[src/rtl/imem_pkg.sv]
// imem_pkg: shared defaults and FSM state type for the instruction-memory controller.
package imem_pkg;
    localparam int IMEM_ADDR_W     = 11;
    localparam int IMEM_DATA_W     = 16;
    localparam int IMEM_BOOT_WORDS = 16;

    typedef enum logic [1:0] {S_BOOT, S_IDLE, S_RD_CAP, S_WR_DONE} state_t;
endpackage

[src/rtl/imem_ctrl_if.sv]
// imem_ctrl_if: boot-table, CPU fetch, loader write and BSRAM signals of imem_ctrl.
interface imem_ctrl_if import imem_pkg::*; #(
    parameter int ADDR_W = IMEM_ADDR_W,
    parameter int DATA_W = IMEM_DATA_W
);
    logic [ADDR_W-1:0] boot_rd_addr;
    logic [DATA_W-1:0] boot_rd_data;
    logic              fetch_req;
    logic [ADDR_W-1:0] fetch_addr;
    logic              fetch_valid;
    logic [DATA_W-1:0] fetch_data;
    logic              wr_req;
    logic [ADDR_W-1:0] wr_addr;
    logic [DATA_W-1:0] wr_data;
    logic              wr_ack;
    logic              mem_ce;
    logic              mem_wre;
    logic [ADDR_W-1:0] mem_ad;
    logic [DATA_W-1:0] mem_din;
    logic [DATA_W-1:0] mem_dout;
    logic              boot_done;
    logic              cpu_hold;

    modport master (
        output boot_rd_addr, fetch_valid, fetch_data, wr_ack,
               mem_ce, mem_wre, mem_ad, mem_din, boot_done, cpu_hold,
        input  boot_rd_data, fetch_req, fetch_addr, wr_req, wr_addr, wr_data, mem_dout
    );
    modport slave (
        input  boot_rd_addr, fetch_valid, fetch_data, wr_ack,
               mem_ce, mem_wre, mem_ad, mem_din, boot_done, cpu_hold,
        output boot_rd_data, fetch_req, fetch_addr, wr_req, wr_addr, wr_data, mem_dout
    );
endinterface

[src/rtl/imem_boot_seq.sv]
// imem_boot_seq: boot-copy word counter and completion flag.
module imem_boot_seq import imem_pkg::*; #(
    parameter int ADDR_W     = IMEM_ADDR_W,
    parameter int BOOT_WORDS = IMEM_BOOT_WORDS
) (
    input  logic              clk,
    input  logic              rst_n,
    input  logic              en_i,
    output logic [ADDR_W-1:0] cnt_o,
    output logic              last_o,
    output logic              done_o
);
    // Compare at ADDR_W width so BOOT_WORDS = 2**ADDR_W stops at the top address.
    localparam logic [ADDR_W-1:0] LAST = ADDR_W'(BOOT_WORDS - 1);

    logic [ADDR_W-1:0] cnt_q;
    logic              done_q;

    assign cnt_o  = cnt_q;
    assign last_o = cnt_q == LAST;
    assign done_o = done_q;

    always_ff @(posedge clk or negedge rst_n) begin
        if (!rst_n) begin
            cnt_q  <= '0;
            done_q <= 1'b0;
        end else if (en_i) begin
            if (last_o) done_q <= 1'b1;
            else cnt_q <= cnt_q + 1'b1;
        end
    end
endmodule

[src/rtl/imem_ctrl.sv]
// imem_ctrl: copies the boot table into BSRAM, then arbitrates CPU fetches and loader writes.
module imem_ctrl import imem_pkg::*; #(
    parameter int ADDR_W     = IMEM_ADDR_W,
    parameter int DATA_W     = IMEM_DATA_W,
    parameter int BOOT_WORDS = IMEM_BOOT_WORDS
) (
    input logic         clk,
    input logic         rst_n,
    imem_ctrl_if.master bus
);
    state_t            state_q;
    logic              fetch_valid_q;
    logic              wr_ack_q;
    logic              last_wr_q;
    logic [DATA_W-1:0] fetch_data_q;
    logic [ADDR_W-1:0] boot_cnt;
    logic              boot_last;
    logic              boot_done;
    logic              in_boot;
    logic              rd_pend;
    logic              wr_pend;
    logic              gnt_rd;
    logic              gnt_wr;

    assign in_boot = state_q == S_BOOT;

    imem_boot_seq #(.ADDR_W(ADDR_W), .BOOT_WORDS(BOOT_WORDS)) u_boot (
        .clk    (clk),
        .rst_n  (rst_n),
        .en_i   (in_boot),
        .cnt_o  (boot_cnt),
        .last_o (boot_last),
        .done_o (boot_done)
    );

    // A request seen while its own response pulses is the one just served, not a new one.
    always_comb begin
        rd_pend = bus.fetch_req && !fetch_valid_q;
        wr_pend = bus.wr_req && !wr_ack_q;
        gnt_rd  = state_q == S_IDLE && rd_pend && (!wr_pend || last_wr_q);
        gnt_wr  = state_q == S_IDLE && wr_pend && !gnt_rd;
    end

    assign bus.mem_ce       = rst_n && (in_boot || gnt_rd || gnt_wr);
    assign bus.mem_wre      = rst_n && (in_boot || gnt_wr);
    assign bus.mem_ad       = in_boot ? boot_cnt : gnt_wr ? bus.wr_addr : bus.fetch_addr;
    assign bus.mem_din      = in_boot ? bus.boot_rd_data : bus.wr_data;
    assign bus.boot_rd_addr = boot_cnt;
    assign bus.boot_done    = boot_done;
    assign bus.cpu_hold     = !boot_done;
    assign bus.fetch_valid  = fetch_valid_q;
    assign bus.fetch_data   = fetch_data_q;
    assign bus.wr_ack       = wr_ack_q;

    always_ff @(posedge clk or negedge rst_n) begin
        if (!rst_n) begin
            state_q       <= S_BOOT;
            fetch_valid_q <= 1'b0;
            wr_ack_q      <= 1'b0;
            fetch_data_q  <= '0;
            last_wr_q     <= 1'b1;
        end else begin
            fetch_valid_q <= 1'b0;
            wr_ack_q      <= 1'b0;
            case (state_q)
                S_BOOT: if (boot_last) state_q <= S_IDLE;
                S_IDLE: begin
                    if (gnt_rd) begin
                        state_q   <= S_RD_CAP;
                        last_wr_q <= 1'b0;
                    end else if (gnt_wr) begin
                        state_q   <= S_WR_DONE;
                        wr_ack_q  <= 1'b1;
                        last_wr_q <= 1'b1;
                    end
                end
                S_RD_CAP: begin
                    fetch_data_q  <= bus.mem_dout;
                    fetch_valid_q <= 1'b1;
                    state_q       <= S_IDLE;
                end
                default: state_q <= S_IDLE;
            endcase
        end
    end
endmodule

[src/flat_wrapper.sv]
// flat-port wrapper written by rule: the top's interface ports become plain ports
module imem_ctrl_flat import imem_pkg::*;
#(
    parameter int ADDR_W     = IMEM_ADDR_W,
    parameter int DATA_W     = IMEM_DATA_W,
    parameter int BOOT_WORDS = IMEM_BOOT_WORDS
)
  (clk, rst_n, bus_boot_rd_addr, bus_fetch_valid, bus_fetch_data, bus_wr_ack, bus_mem_ce, bus_mem_wre, bus_mem_ad, bus_mem_din, bus_boot_done, bus_cpu_hold, bus_boot_rd_data, bus_fetch_req, bus_fetch_addr, bus_wr_req, bus_wr_addr, bus_wr_data, bus_mem_dout);
  imem_ctrl_if #(.ADDR_W(ADDR_W), .DATA_W(DATA_W)) bus_i ();
  input logic clk;
  input logic rst_n;
  output wire logic [$bits(bus_i.boot_rd_addr)-1:0] bus_boot_rd_addr;
  output wire logic [$bits(bus_i.fetch_valid)-1:0] bus_fetch_valid;
  output wire logic [$bits(bus_i.fetch_data)-1:0] bus_fetch_data;
  output wire logic [$bits(bus_i.wr_ack)-1:0] bus_wr_ack;
  output wire logic [$bits(bus_i.mem_ce)-1:0] bus_mem_ce;
  output wire logic [$bits(bus_i.mem_wre)-1:0] bus_mem_wre;
  output wire logic [$bits(bus_i.mem_ad)-1:0] bus_mem_ad;
  output wire logic [$bits(bus_i.mem_din)-1:0] bus_mem_din;
  output wire logic [$bits(bus_i.boot_done)-1:0] bus_boot_done;
  output wire logic [$bits(bus_i.cpu_hold)-1:0] bus_cpu_hold;
  input wire logic [$bits(bus_i.boot_rd_data)-1:0] bus_boot_rd_data;
  input wire logic [$bits(bus_i.fetch_req)-1:0] bus_fetch_req;
  input wire logic [$bits(bus_i.fetch_addr)-1:0] bus_fetch_addr;
  input wire logic [$bits(bus_i.wr_req)-1:0] bus_wr_req;
  input wire logic [$bits(bus_i.wr_addr)-1:0] bus_wr_addr;
  input wire logic [$bits(bus_i.wr_data)-1:0] bus_wr_data;
  input wire logic [$bits(bus_i.mem_dout)-1:0] bus_mem_dout;
  assign bus_boot_rd_addr = bus_i.boot_rd_addr;
  assign bus_fetch_valid = bus_i.fetch_valid;
  assign bus_fetch_data = bus_i.fetch_data;
  assign bus_wr_ack = bus_i.wr_ack;
  assign bus_mem_ce = bus_i.mem_ce;
  assign bus_mem_wre = bus_i.mem_wre;
  assign bus_mem_ad = bus_i.mem_ad;
  assign bus_mem_din = bus_i.mem_din;
  assign bus_boot_done = bus_i.boot_done;
  assign bus_cpu_hold = bus_i.cpu_hold;
  assign bus_i.boot_rd_data = bus_boot_rd_data;
  assign bus_i.fetch_req = bus_fetch_req;
  assign bus_i.fetch_addr = bus_fetch_addr;
  assign bus_i.wr_req = bus_wr_req;
  assign bus_i.wr_addr = bus_wr_addr;
  assign bus_i.wr_data = bus_wr_data;
  assign bus_i.mem_dout = bus_mem_dout;
  imem_ctrl #(.ADDR_W(ADDR_W), .DATA_W(DATA_W), .BOOT_WORDS(BOOT_WORDS)) u_core (.clk(clk), .rst_n(rst_n), .bus(bus_i));
endmodule
[config.mk]
export PLATFORM = sky130hd
export DESIGN_NAME = imem_ctrl_flat
export DESIGN_NICKNAME = d
export VERILOG_FILES = /design/src/rtl/imem_pkg.sv /design/src/rtl/imem_ctrl_if.sv /design/src/rtl/imem_boot_seq.sv /design/src/rtl/imem_ctrl.sv /design/src/flat_wrapper.sv
export SDC_FILE = /design/constraint.sdc
export NUM_CORES = 1
export LEC_CHECK = 0
export CAP_MARGIN = 20
export CORE_ASPECT_RATIO = 1.4
export CORE_MARGIN = 2
export CORE_UTILIZATION = 37
export DETAILED_ROUTE_END_ITERATION = 12
export GPL_TIMING_DRIVEN = 0
export PLACE_DENSITY = 0.82
export SETUP_SLACK_MARGIN = 0.4
export SYNTH_ARGS = -nofsm -noshare
export SYNTH_HDL_FRONTEND = slang
export SYNTH_SLANG_ARGS = --single-unit
export TNS_END_PERCENT = 1
[constraint.sdc]
create_clock -name clk -period 3.95 [get_ports clk]
set_clock_uncertainty 0.15 [all_clocks]
set_input_delay 0.5925 -clock clk [delete_from_list [all_inputs] [get_ports clk]]
set_output_delay 0.5925 -clock clk [all_outputs]
set_load 0.05 [all_outputs]
==> results of run 1 <==
worst max-delay path: cells and delay by family:
| family | cells | cell delay [ns] |
|---|---|---|
| simple gates | 2 | 0.49 |
| compound gates | 1 | 0.14 |
| buf+inv | 3 | 1.53 |
kinds of logic after synthesis:
kind of cell,after synthesis,share of synthesized area [%]
muxes,17,10.39
DFF,33,44.91
xor gates and xnor gates,7,3.329
adders and majority gates,1,0.6792
buffers and inverters,13,3.124
and+or+nand+nor,111,28.80
AOI/OAI and AO/OA,23,8.763
per-stage QoR:
step,cells,cell area (um2),setup slack (ns),power [uW]
after global placement,402,3253,-0.01512,2646
after global routing,409,3339,0.3339,3075
after detailed placement,402,3248,0.4318,2672
after CTS,409,3338,0.4333,2945
after floorplan,205,1842,1.142,1952
final,409,3339,0.4511,2923
final cells by class:
| class | instances | area share (%) |
|---|---|---|
| repair buffers | 133 | 39.72 |
| multi-input cells | 159 | 28.66 |
| well taps | 64 | 2.398 |
| clock inverters | 1 | 0.2248 |
| clock buffers | 6 | 2.473 |
| flip-flops and latches | 33 | 24.77 |
| inverters | 1 | 0.1124 |
| plain buffers | 12 | 1.649 |
per-layer routing:
| metal | global-route usage, % | wire length [um] | vias to the layer above |
|---|---|---|---|
| met3 | 7.762 | 721 | 8 |
| met5 | 0 | 0 | - |
| met4 | 7.312 | 74 | 0 |
| met2 | 39.52 | 3015 | 111 |
| met1 | 26.44 | 2247 | 943 |
| li1 | - | - | 993 |
what timing repair did:
action	in CTS	in global routing
setup buffers	0	0
resized for setup	0	2
setup endpoints to repair	0	17
worst max path at each step:
stage,end,slack (ns),cells after the start
floorplan,bus_mem_ad[2],1.14,4
global placement,bus_mem_ce,-0.02,3
detailed placement,bus_mem_wre,0.43,6
CTS,bus_mem_wre,0.43,6
global route,bus_mem_wre,0.33,6
finish,bus_mem_wre,0.45,6
layout by cell type (no fill, tap or decap), types with 3 or more instances in the layout:
cell type	synthesis	layout
clkbuf_8	0	6
nand2_1	72	72
dfrtp_1	32	32
clkbuf_1	4	3
mux2_2	17	17
buf_2	7	8
clkdlybuf4s50_1	0	132
nand3_1	17	17
o211ai_1	11	11
a21oi_1	4	4
xnor2_1	5	5
nor2_1	3	3
flip-flops by register name, indices dropped and copies added (netlist names):
name / flops
u_core.bus.fetch_data: 16
u_core.u_boot.cnt_o: 11
u_core.state_q: 2
u_core.bus.fetch_valid: 1
u_core.bus.wr_ack: 1
u_core.last_wr_q: 1
u_core.u_boot.done_o: 1
power groups by stage:
| stage | Sequential (uW) | Combinational [uW] | Clock, uW |
|---|---|---|---|
| 6_report | 584 | 2080 | 255 |
| 5_1_grt | 606 | 2190 | 275 |
| 4_1_cts | 586 | 2100 | 263 |
| 3_5_place_dp | 588 | 2080 | 0 |
| 3_3_place_gp | 581 | 2070 | 0 |
| 2_1_floorplan | 978 | 974 | 0 |
==> impl_metrics.json, run 1 <==
{
  "end_kind": "output pin",
  "synthCells": 205,
  "port_buffers": 133,
  "relSlewSlack_pct": 49.90,
  "min_period_ns": 3.499,
  "fin_setup_tns_ns": 0,
  "cts_tree": "built",
  "syn_to_final_growth_pct": 81.32,
  "crit_path_max_incr_delay_ns": 0.80,
  "status": "finished clean",
  "rows": 30,
  "ys_types": 37,
  "wirelength_um": 6060,
  "clock_path_buffers": 2,
  "critPathArrivalTime_ns": 2.76,
  "synth-seq-cells": 33,
  "crit_required_ns": 3.21,
  "synth_area_leaders": "dfrtp_1 (43%), nand2_1 (15%), mux2_2 (10%)",
  "synth_largest_area_cell": "dfrtp_1",
  "hold_viol": 0,
  "final-setup-viol-count": 0,
  "drt_iter0_markers": 58,
  "vdd_drop_max_uv": 689.6,
  "cp-start-kind": "input pin",
  "antenna_found_initial": 0,
  "avgSynthCellArea_um2": 8.984,
  "path_cells": "clkdlybuf4s50_1, and4bb_2, and2_1, buf_2, o21a_1, clkdlybuf4s50_1",
  "crit_top_cell": "clkdlybuf4s50_1",
  "whs_ns": 0.2234,
  "floorplan.core_area_um2": 4805,
  "diodes": 0,
  "vias": 2055,
  "fmax_mhz": 285.8,
  "p_leak_uw": 0.001411,
  "track_usage_pct": 22.82,
  "cp_max_fo": 10,
  "intPower_uw": 1342,
  "syn_area_um2": 1842,
  "synth-edff-count": 0,
  "r2r_start": "u_core.u_boot.cnt_o[0]$_DFFE_PN0P_",
  "yosysMostFrequentCell": "nand2_1",
  "netSwitchingFraction_pct": 54.08,
  "ff2ff_setup_slack_ns": 1.97,
  "synth.top_cell.area_share_pct": 43.48,
  "rsz0062_at_grt": "true",
  "yosysSeqAreaShare_pct": 44.90,
  "ys_warn_count": 0,
  "io_pins": 134,
  "startpoint": "bus_wr_req",
  "crit_slowest_cell": "clkdlybuf4s50_1",
  "htreeDepth": 2,
  "reg2reg_to": "u_core.u_boot.cnt_o[1]$_DFFE_PN0P_",
  "max-cap-violations": 0,
  "grt_max_degree": 36,
  "drv_slew": 0,
  "multiInputGateArea_um2": 957.2,
  "power_density_nw_per_um2": 875.4,
  "die_area_um2": 5566,
  "gp_congestion": 0.8240,
  "timing.final.crit_share_pct": 88.58,
  "cts_buffers": 5,
  "drive_gt1_share_pct": 12.46,
  "start_util_pct": 38.33,
  "cts.sinks": 33,
  "die_x_um": 63.63,
  "fillers": 427,
  "clk_pin_slew_worst_paths_ns": 0.07,
  "dpl.hpwl_um": 4780,
  "worst_slew_pin_slew_ns": 0.7516,
  "critical_path_class": "in2out",
  "synth_flop_cell": "dfrtp_1",
  "nets": 420,
  "dr.pass1.iters": 4,
  "post_drt_wl_per_cell_um": 14.82,
  "overflow": 0,
  "rr_worst_depth": 4,
  "viasPerCell": 5.024,
  "ant_nets": 0,
  "async_flop_share_pct": 100.0,
  "cts_hold_buf": 0,
  "die_h_um": 87.48,
  "grt_pass1_wl_um": 10040,
  "first_global_vias": 2126,
  "insertion_delay_ns": 0.28,
  "synth_nets": 280,
  "combinationalPowerShare_pct": 71.3,
  "sequentialPowerShare_pct": 20.0,
  "power.clock.fraction_pct": 8.7,
  "drcViolationCount": 0,
  "regArea_um2": 827.0,
  "hold_path.class": "in2async",
  "synth_top_cells_by_count": "nand2_1 (72), dfrtp_1 (32), mux2_2 (17), nand3_1 (17), o211ai_1 (11)",
  "final_util_pct": 69.51,
  "root_buffer": "clkbuf_8",
  "netSwitchingPower_uw": 1581
}
(Power assumes the default switching activity.)
==> run 2, diff against run 1 <==
--- a/config.mk
+++ b/config.mk
@@ -13,6 +13,7 @@
 export GPL_TIMING_DRIVEN = 0
 export PLACE_DENSITY = 0.82
 export SETUP_SLACK_MARGIN = 0.4
+export SLEW_MARGIN = 20
 export SYNTH_ARGS = -nofsm -noshare
 export SYNTH_HDL_FRONTEND = slang
 export SYNTH_SLANG_ARGS = --single-unit
==> run 2 against run 1 <==
Compared with the run above:
- first-iteration DRC count rose by 22%
- hold slack improved by 0.14 ns
- fmax rose by 1.3%
- final cell count rose by 0.49%
- critical path depth did not move
- combinational power barely moved
- count of clock-buffer cells in the layout rose by 1
==> impl_metrics.json, run 2 (same netlist as run 1, synthesis figures left out) <==
{
  "status": "finished clean",
  "viasPerCell": 5.073,
  "syn_to_final_growth_pct": 82.81,
  "path_cells": "clkdlybuf4s50_1, and4bb_2, and2_1, buf_2, o211ai_1, clkdlybuf4s50_1",
  "intPower_uw": 1344,
  "crit_required_ns": 3.21,
  "crit_slowest_cell": "clkdlybuf4s50_1",
  "overflow": 0,
  "critical_path_class": "in2out",
  "fillers": 402,
  "vias": 2085,
  "nets": 422,
  "drt_iter0_markers": 71,
  "final-setup-viol-count": 0,
  "relSlewSlack_pct": 63.89,
  "power.clock.fraction_pct": 8.6,
  "worst_slew_pin_slew_ns": 0.5399,
  "cts_tree": "built",
  "instances_no_fill": 411,
  "routed-wl-met3_um": 726,
  "cts.sinks": 33,
  "max-cap-violations": 0,
  "clock_path_buffers": 2,
  "track_usage_pct": 22.47,
  "netSwitchingPower_uw": 1574,
  "whs_ns": 0.3596,
  "min_period_ns": 3.456,
  "floorplan.core_area_um2": 4805,
  "crit_path_max_incr_delay_ns": 0.84,
  "wirelength_um": 6073,
  "diodes": 0,
  "end_kind": "output pin",
  "critPathArrivalTime_ns": 2.71,
  "final_cell_mix": "clkdlybuf4s50_1 (131), nand2_1 (72), dfrtp_1 (32), nand3_1 (17), mux2_2 (17)",
  "final_util_pct": 70.08,
  "top_layer": "met4",
  "root_buffer": "clkbuf_8",
  "die_area_um2": 5566,
  "hold_path.class": "reg2reg",
  "drv_slew": 0,
  "largest_reg_flops": 16,
  "cp_max_fo": 10,
  "clk_pin_slew_worst_paths_ns": 0.06,
  "rows": 30,
  "netSwitchingFraction_pct": 53.95,
  "p_leak_uw": 0.001438,
  "crit_top_cell": "clkdlybuf4s50_1",
  "timing.final.crit_share_pct": 87.49,
  "dp.cells": 403,
  "grt_pass1_wl_um": 9873,
  "htreeDepth": 2,
  "fin_setup_tns_ns": 0,
  "wl_met1_um": 2312,
  "dr.pass1.iters": 4,
  "dpl.hpwl_um": 4827,
  "io_pins": 134,
  "ff2ff_setup_slack_ns": 2.00,
  "setup_slack_ns": 0.4943,
  "die_h_um": 87.48,
  "port_buffers": 133,
  "hold_viol": 0,
  "grt_max_degree": 33,
  "wl_met2_um": 2963,
  "post_drt_wl_per_cell_um": 14.78,
  "first_global_vias": 2127,
  "start_util_pct": 38.33,
  "final_common_cell": "clkdlybuf4s50_1",
  "antenna_found_initial": 0,
  "placement.setup.worst_slack_ns": 0.4296,
  "cp-start-kind": "input pin",
  "drive_gt1_share_pct": 12.10,
  "rsz0062_at_grt": "true",
  "cts_buffers": 5,
  "combinationalPowerShare_pct": 71.4,
  "gp_congestion": 0.8240,
  "die_x_um": 63.63,
  "insertion_delay_ns": 0.28,
  "power_density_nw_per_um2": 866.5,
  "fmax_mhz": 289.4,
  "sequentialPowerShare_pct": 20.0,
  "ant_nets": 0,
  "drcViolationCount": 0,
  "vdd_drop_max_uv": 551.2
}
-- run 2: timing repair --
item | 4_1_cts | 5_1_grt
setup endpoints to repair | 0 | 11
setup buffers | 0 | 0
endpoints found under the hold margin | 3 | 0
resized for setup | 0 | 1
hold buffers | 1 | 0
-- run 2: cell type report --
class | count | area (um2) | area share (%)
plain buffers | 12 | 53.80 | 1.598
clock buffers | 7 | 86.33 | 2.564
inverters | 1 | 3.754 | 0.1115
multi-input cells | 159 | 957.2 | 28.43
flip-flops and latches | 33 | 827.0 | 24.56
well taps | 64 | 80.08 | 2.378
repair buffers | 135 | 1359 | 40.36
-- run 2: layer usage --
layer  track usage (%)  vias to the layer above
met5                 0                        -
met4             6.719                        0
met3             8.926                        7
met2             38.37                      120
met1             25.88                      966
li1                  -                      992
-- run 2: worst paths after layout --
kind / from / end / cells past startpoint
hold / removal: u_core.bus.fetch_data[5]$_DFFE_PN0P_ / u_core.bus.fetch_data[5]$_DFFE_PN0P_ / 1
setup / recovery: bus_wr_req / bus_mem_ad[5] / 6
hold reg to reg: u_core.bus.fetch_data[5]$_DFFE_PN0P_ / u_core.bus.fetch_data[5]$_DFFE_PN0P_ / 1
min in group asynchronous: rst_n / u_core.bus.fetch_data[11]$_DFFE_PN0P_ / 2
max in group asynchronous: rst_n / u_core.last_wr_q$_DFFE_PN1P_ / 3
setup reg to reg: u_core.u_boot.cnt_o[0]$_DFFE_PN0P_ / u_core.u_boot.cnt_o[1]$_DFFE_PN0P_ / 4
-- run 2: power by group through the flow --
stage                     clock, uW  combinational [uW]  sequential, uW
after global placement            0                2070             581
after detailed placement          0                2090             588
final                           251                2080             583
after CTS                       259                2100             584
after floorplan                   0                 974             978
after global routing            273                2190             603
-- run 2: stage by stage --
stage | total power, uW | area, um2
after detailed placement | 2675 | 3268
final | 2917 | 3367
after floorplan | 1952 | 1842
after global routing | 3069 | 3367
after CTS | 2939 | 3364
after global placement | 2646 | 3253
-- run 2: worst max-delay path, delay by kind of cell --
family | cells | cell delay, ns
and+or+nand+nor | 2 | 0.44
AOI/OAI and AO/OA | 1 | 0.22
buffers and inverters | 3 | 1.45
